<file path="src/rtl/hps_uart_rx.sv">
// HPS UART receiver: 2-flop synchronizer, mid-bit sampling FSM and a show-ahead byte FIFO.
// Optional even-parity bit enabled by defining HPS_UART_RX_PARITY_EN (default build is 8N1).
module hps_uart_rx #(
  parameter int CLK_DIV    = 868,
  parameter int FIFO_DEPTH = 4
) (
  input  logic       clk_100_clk,
  input  logic       reset_reset_n,
  input  logic       rx_serial,
  output logic [7:0] rx_data,
  output logic       rx_valid,
  input  logic       rx_ready,
  output logic       frame_err,
  output logic       overrun,
  output logic       parity_err
);

  localparam int          AW   = $clog2(FIFO_DEPTH);
  localparam logic [15:0] HALF = 16'(CLK_DIV / 2 - 1);
  localparam logic [15:0] FULL = 16'(CLK_DIV - 1);

  typedef enum logic [2:0] {
    IDLE,
    START,
    DATA,
`ifdef HPS_UART_RX_PARITY_EN
    PARITY,
`endif
    STOP,
    WAIT_IDLE
  } state_e;

  logic          rx_meta_q, rx_s_q;
  state_e        state_q, state_d;
  logic [15:0]   cnt_q, cnt_d;
  logic [7:0]    shift_q, shift_d;
  logic [2:0]    bit_q, bit_d;
  logic          ferr_q, ferr_d;
  logic          ovr_q, ovr_d;
  logic          push;
  logic          cnt_zero;

  logic [7:0]    mem_q [FIFO_DEPTH];
  logic [AW-1:0] wr_ptr_q, wr_ptr_d, rd_ptr_q, rd_ptr_d;
  logic [AW:0]   count_q, count_d;
  logic          fifo_full, fifo_nempty, pop, push_ok;

`ifdef HPS_UART_RX_PARITY_EN
  logic          perr_q, perr_d;
  logic          pbad_q, pbad_d;
`endif

  // Both stages reset high so reset never looks like a start bit.
  always_ff @(posedge clk_100_clk) begin
    if (!reset_reset_n) begin
      rx_meta_q <= 1'b1;
      rx_s_q    <= 1'b1;
    end else begin
      rx_meta_q <= rx_serial;
      rx_s_q    <= rx_meta_q;
    end
  end

  assign cnt_zero = (cnt_q == 16'd0);

  always_comb begin
    state_d = state_q;
    cnt_d   = cnt_q;
    shift_d = shift_q;
    bit_d   = bit_q;
    ferr_d  = 1'b0;
    push    = 1'b0;
`ifdef HPS_UART_RX_PARITY_EN
    perr_d  = 1'b0;
    pbad_d  = pbad_q;
`endif
    case (state_q)
      IDLE: begin
        if (!rx_s_q) begin
          cnt_d   = HALF;
          state_d = START;
`ifdef HPS_UART_RX_PARITY_EN
          pbad_d  = 1'b0;
`endif
        end
      end
      START: begin
        if (!cnt_zero) cnt_d = cnt_q - 16'd1;
        else if (!rx_s_q) begin
          state_d = DATA;
          cnt_d   = FULL;
          bit_d   = 3'd0;
        end else state_d = IDLE;  // start bit did not survive to mid-bit: glitch
      end
      DATA: begin
        if (!cnt_zero) cnt_d = cnt_q - 16'd1;
        else begin
          shift_d = {rx_s_q, shift_q[7:1]};
          cnt_d   = FULL;
          bit_d   = bit_q + 3'd1;
          if (bit_q == 3'd7) begin
`ifdef HPS_UART_RX_PARITY_EN
            state_d = PARITY;
`else
            state_d = STOP;
`endif
          end
        end
      end
`ifdef HPS_UART_RX_PARITY_EN
      PARITY: begin
        if (!cnt_zero) cnt_d = cnt_q - 16'd1;
        else begin
          cnt_d   = FULL;
          state_d = STOP;
          if ((^shift_q) != rx_s_q) begin
            perr_d = 1'b1;
            pbad_d = 1'b1;
          end
        end
      end
`endif
      STOP: begin
        if (!cnt_zero) cnt_d = cnt_q - 16'd1;
        else if (rx_s_q) begin
`ifdef HPS_UART_RX_PARITY_EN
          push    = !pbad_q;
`else
          push    = 1'b1;
`endif
          state_d = IDLE;
        end else begin
          ferr_d  = 1'b1;
          state_d = WAIT_IDLE;
        end
      end
      WAIT_IDLE: begin
        if (rx_s_q) state_d = IDLE;  // a held break yields only one frame_err
      end
      default: state_d = IDLE;
    endcase
  end

  assign fifo_full   = (count_q == (AW + 1)'(FIFO_DEPTH));
  assign fifo_nempty = (count_q != '0);
  assign pop         = fifo_nempty && rx_ready;
  assign push_ok     = push && (!fifo_full || pop);

  always_comb begin
    wr_ptr_d = wr_ptr_q;
    rd_ptr_d = rd_ptr_q;
    count_d  = count_q;
    ovr_d    = push && fifo_full && !pop;
    if (push_ok) wr_ptr_d = wr_ptr_q + AW'(1);
    if (pop)     rd_ptr_d = rd_ptr_q + AW'(1);
    case ({push_ok, pop})
      2'b10:   count_d = count_q + (AW + 1)'(1);
      2'b01:   count_d = count_q - (AW + 1)'(1);
      default: count_d = count_q;
    endcase
  end

  always_ff @(posedge clk_100_clk) begin
    if (!reset_reset_n) begin
      state_q  <= IDLE;
      cnt_q    <= '0;
      shift_q  <= '0;
      bit_q    <= '0;
      ferr_q   <= 1'b0;
      ovr_q    <= 1'b0;
      wr_ptr_q <= '0;
      rd_ptr_q <= '0;
      count_q  <= '0;
`ifdef HPS_UART_RX_PARITY_EN
      perr_q   <= 1'b0;
      pbad_q   <= 1'b0;
`endif
    end else begin
      state_q  <= state_d;
      cnt_q    <= cnt_d;
      shift_q  <= shift_d;
      bit_q    <= bit_d;
      ferr_q   <= ferr_d;
      ovr_q    <= ovr_d;
      wr_ptr_q <= wr_ptr_d;
      rd_ptr_q <= rd_ptr_d;
      count_q  <= count_d;
`ifdef HPS_UART_RX_PARITY_EN
      perr_q   <= perr_d;
      pbad_q   <= pbad_d;
`endif
    end
  end

  // Storage needs no reset: rx_data is masked while the FIFO is empty.
  always_ff @(posedge clk_100_clk) begin
    if (push_ok) mem_q[wr_ptr_q] <= shift_q;
  end

  assign rx_valid  = reset_reset_n && fifo_nempty;
  assign rx_data   = rx_valid ? mem_q[rd_ptr_q] : 8'h00;
  assign frame_err = reset_reset_n && ferr_q;
  assign overrun   = reset_reset_n && ovr_q;
`ifdef HPS_UART_RX_PARITY_EN
  assign parity_err = reset_reset_n && perr_q;
`else
  assign parity_err = 1'b0;
`endif

endmodule

</file>
<file path="config.mk">
export PLATFORM = sky130hd
export DESIGN_NAME = hps_uart_rx
export DESIGN_NICKNAME = d
export VERILOG_FILES = /design/src/rtl/hps_uart_rx.sv
export SDC_FILE = /design/constraint.sdc
export NUM_CORES = 1
export LEC_CHECK = 0
export ABC_AREA = 1
export CAP_MARGIN = 15
export CORE_MARGIN = 1
export CORE_UTILIZATION = 55
export CTS_BUF_LIST = sky130_fd_sc_hd__clkbuf_16
export DETAILED_ROUTE_END_ITERATION = 10
export MAX_ROUTING_LAYER = met4
export PLACE_DENSITY = 0.76
export SLEW_MARGIN = 20
export SYNTH_ARGS = -nofsm -noshare
export SYNTH_HDL_FRONTEND = slang
export SYNTH_SLANG_ARGS = --single-unit
export TNS_END_PERCENT = 20
</file>
<file path="constraint.sdc">
create_clock -name clk_100_clk -period 3.27 [get_ports clk_100_clk]
set_input_delay 0.654 -clock clk_100_clk [delete_from_list [all_inputs] [get_ports clk_100_clk]]
set_output_delay 0.654 -clock clk_100_clk [all_outputs]
set_load 0.05 [all_outputs]
</file>
Word-level counts from Yosys, hierarchy flattened
Memory sizes are Yosys's and may differ from the RTL's. A register that Yosys moved wholly into a read port is not among the register bits.
Cells that the tools add are included.
{"block": "totals", "latch_bits": 0, "mem_bits_rw": 32, "output_inout_bits": 12, "regBits": 41, "mem_bits_ro": 0, "mem_count": 1}
{"block": "classes", "shifts": 0, "mul": 0, "bitwise_logic": 0, "div": 0, "add_sub_neg": 6, "n_reduce_logical": 21, "magnitude_cmp": 0, "mux": 29, "n_eq_ne": 17}
{"memory": "mem_q", "words": 4, "word_bits": 8, "read_ports": 1, "rd_ports_with_merged_regs": 1, "write_ports": 1, "line_no": "43", "rtl": "logic [7:0] mem_q [FIFO_DEPTH];"}
{"op": "$mux 16", "count": 5}
{"op": "$pmux 16 s4", "count": 1}
{"op": "$mux 3", "count": 10}
{"op": "$logic_not 16->1", "count": 1}
{"op": "$ne 2x2->1 const B", "count": 8}
{"op": "$sub 16x1->16 const B", "count": 1}
{"op": "$pmux 3 s5", "count": 1}
{"op": "$pmux 3 s2", "count": 2}
{"op": "$eq 3x3->1 const B", "count": 3}
{"op": "$mux 8", "count": 1}
{"op": "$reduce_and 4->1", "count": 2}
{"op": "$logic_and 1x1->1", "count": 7}
{"op": "$add 3x1->3 const B", "count": 2}
{"op": "$eq 3x2->1 const B", "count": 2}
{"op": "$mux 1", "count": 6}
{"op": "$mux 2", "count": 3}
{"op": "$reduce_and 6->1", "count": 1}
{"op": "$add 2x1->2 const B", "count": 2}
{"op": "$reduce_bool 2->1", "count": 2}
{"op": "$reduce_bool 4->1", "count": 1}
{"op": "$eq 3x1->1 const B", "count": 1}
{"op": "$logic_not 3->1", "count": 1}
{"op": "$ne 3x3->1 const B", "count": 1}
{"op": "$reduce_and 3->1", "count": 1}
{"op": "other kinds (7)", "count": 8}

Longest topological paths before layout
{"block": "logic_depth", "ltp_word": 6, "mapped_depth": 16, "mapped_depth_nobuf": 16}

Worst setup path after synthesis
No wires, ideal clock.
{"block": "synth_path", "path_type": "reg-to-output", "from": "reg (tool-made name)", "to": "out rx_data[5]", "stages_incl_launch_ff": 7, "setup_slack_ns": 0.779, "path_buffers": 2, "required_time_ns": 2.616, "t_arrival_ns": 1.837, "cell_sequence": "dfxtp_1 > clkbuf_1 > clkbuf_1 > nor2_1 > nor2_1 > o21ai_0 > a21oi_1"}
{"item": "to (decl)", "line_no": "10", "rtl": "output logic [7:0] rx_data,"}

Worst setup path after layout
{"block": "layout_path", "from": "in reset_reset_n", "to": "out rx_data[7]"}
{"block": "layout_via", "elab_chain_len": 2}
{"item": "from (decl)", "line_no": "8", "rtl": "input logic reset_reset_n,"}
{"item": "$logic_and 1x1->1", "line_no": "200", "rtl": "assign rx_valid = reset_reset_n && fifo_nempty;"}
{"item": "$mux 8", "line_no": "201", "rtl": "assign rx_data = rx_valid ? mem_q[rd_ptr_q] : 8'h00;"}
Every way passes these cells.

==> impl_metrics.env <==
export IMPL_setup_viol=0
export IMPL_rows=29
export IMPL_final_layout_size_suffix_gt1_share_pct=13.4
export IMPL_ir_worst_vdd_mv=0.553
export IMPL_post_cts_resized=0
export IMPL_start_util_pct=57.1
export IMPL_dr_pass1_iters=4
export IMPL_hold_class="flip-flop to flip-flop"
export IMPL_run_status="finished clean"
export IMPL_cts_max_level=3
export IMPL_die_height_um=83.2
export IMPL_seq_area_frac_synth_pct=50.2
export IMPL_synthTopCellsByArea="edfxtp_1 (26%), dfxtp_1 (24%), nor2_1 (9.2%)"
export IMPL_tns_ns=0
export IMPL_track_usage_pct=22.4
export IMPL_clock_skew_ns=0.00760
export IMPL_pin_count=16
export IMPL_nNetsFinal=471
export IMPL_netlist_instances=443
export IMPL_slew_headroom_pct=47.4
export IMPL_cts_root_buf="clkbuf_16"
export IMPL_avgSynthCellArea_um2=8.19
export IMPL_postRouteAntennaNets=0
export IMPL_grt_overflow_total=0
export IMPL_fin_crit_ns=2.44
export IMPL_drc=0
export IMPL_worstPathRequired_ns=2.62
export IMPL_grt_pass1_wl_mm=12.0
export IMPL_synth_top_area_cell="edfxtp_1"
export IMPL_crit_arrival_ns=1.79
export IMPL_via_count=2811
export IMPL_synth_ff_type="dfxtp_1"
export IMPL_worstPathMaxFanout=9
export IMPL_cts_buffer_depth=2
export IMPL_ys_ff_latch=75
export IMPL_max_freq_ghz=0.410
export IMPL_clk_latency_ns=0.33
export IMPL_path_class="input port to output pin"
export IMPL_postCtsHoldBufs=0
export IMPL_cts_tree="done"
export IMPL_holdWs_ns=0.413
export IMPL_area_delta_synth_final_pct=15.7
export IMPL_clock_sinks=75
export IMPL_io_buffer_count=14
export IMPL_diodes=0
export IMPL_cts_buffers_inserted=9
export IMPL_grt_max_degree=25
export IMPL_syn_area_um2=3630
export IMPL_drt_iter0_markers=139
export IMPL_tightestPinTransition_ns=0.786
export IMPL_core_area_um2=6350
export IMPL_synth_most_common_cell="nor2_1"
export IMPL_grt_pass1_vias=2724
export IMPL_yosysWarnings=0
export IMPL_start_kind="input port"
export IMPL_p_per_area_nw_per_um2=927
export IMPL_ys_types=37
export IMPL_place_gp_congestion=0.856
export IMPL_synth_edff_count=32
export IMPL_synth_top_area_share_pct=26.5
export IMPL_syn_nets=456
export IMPL_maxCapViolations=0
export IMPL_synthTopCellsByCount="nor2_1 (89), nand2_1 (56), inv_1 (51), dfxtp_1 (43), o21ai_0 (35)"
export IMPL_fin_crit_sh_pct=74.6
export IMPL_p_leak_uw=0.00177
export IMPL_die_x_um=83.2
export IMPL_worstSetupEndpointType="output pin"
export IMPL_cts_setup_buffers=0
export IMPL_wl_per_cell_um=12.5
export IMPL_path_clk_slew_ns=0.06
export IMPL_hold_viol=0
export IMPL_rsz0062_at_grt="false"
export IMPL_dieArea_um2=6930
export IMPL_viasPerCell=5.21
export IMPL_antenna_found_initial=0
export IMPL_synth_async_reset_ratio_pct=0
export IMPL_routed_wl_mm=6.73
export IMPL_slew_viol_final=0
export IMPL_dp_hpwl_mm=5.00
-- stage by stage --
| stage | total power (µW) | setup WS [ns] | area (µm²) | util [%] | cells |
|---|---|---|---|---|---|
| final | 3890 | 0.831 | 4200 | 66.1 | 540 |
| after global routing | 4200 | 0.650 | 4200 | 66.1 | 540 |
| after CTS | 3910 | 0.822 | 4200 | 66.1 | 540 |
| after detailed placement | 3020 | 0.805 | 3930 | 61.9 | 524 |
| after global placement | 2980 | 0.837 | 3930 | 61.9 | 524 |
| after floorplan | 2580 | 0.779 | 3630 | - | 443 |
-- report_power, final --
group	switching, µW	internal, µW	leakage [µW]
sequential	157	1130	0.000659
combinational	1120	613	0.000985
clock	363	508	0.000123
total	1640	2250	0.00177
-- worst max-delay path, cell delays in order --
cell and delay [ns]:
clkdlybuf4s50_1 0.48, nand2_1 0.19, a21oi_1 0.28, buf_12 0.17
-- cells by family after synthesis --
group	synth area share, %
buffers and inverters	7.34
adders and majority gates	3.31
other	0.103
and+or+nand+nor	27.1
AOI/OAI and AO/OA	11.7
xor gates and xnor gates	0.241
DFF	50.2
-- sequential cells by signal (all words and copies together) (netlist names), named ones only --
name / count
cnt_q: 16
shift_q: 8
ovr_q: 1
rd_ptr_q: 2
mem_q: 32
bit_q: 3
count_q: 3
rx_meta_q: 1
ferr_q: 1
state_q: 3
rx_s_q: 1
wr_ptr_q: 2
-- routing by layer --
layer	global-route usage [%]	up-vias	wire length [µm]
li1	-	1467	-
met1	25.4	1276	2910
met2	37.9	61	3470
met3	5.86	7	259
met4	8.62	0	94
met5	-	-	0
-- worst paths after layout --
check	from	end	slack [ns]	cells past startpoint
worst max register to register	cnt_q[0]	mem_q[3][1]	0.90	10
worst min-delay path	rx_meta_q	rx_s_q	0.41	1
worst min register to register	rx_meta_q	rx_s_q	0.41	1
worst max-delay path	reset_reset_n	rx_data[7]	0.83	4
-- cell usage in the layout, fill, tap and decap left out, types with 5 or more instances in the layout --
cell type	count
nor2_4	5
nand3_1	23
edfxtp_1	32
nand2_1	56
o21ai_0	35
a21oi_1	33
nand2_2	7
ha_1	8
inv_1	51
nand4_1	7
buf_12	11
dfxtp_1	43
nor2_2	8
clkbuf_16	9
nor2_1	89
-- cell type report --
class,count,area [µm²]
clock inverter,7,43.8
clock buffer,9,225
timing repair buffer,15,258
tap,77,96.3
multi-input combinational,301,1540
sequential,75,1820
fill,521,2150
inverter,56,213
(Power assumes the default switching activity.)
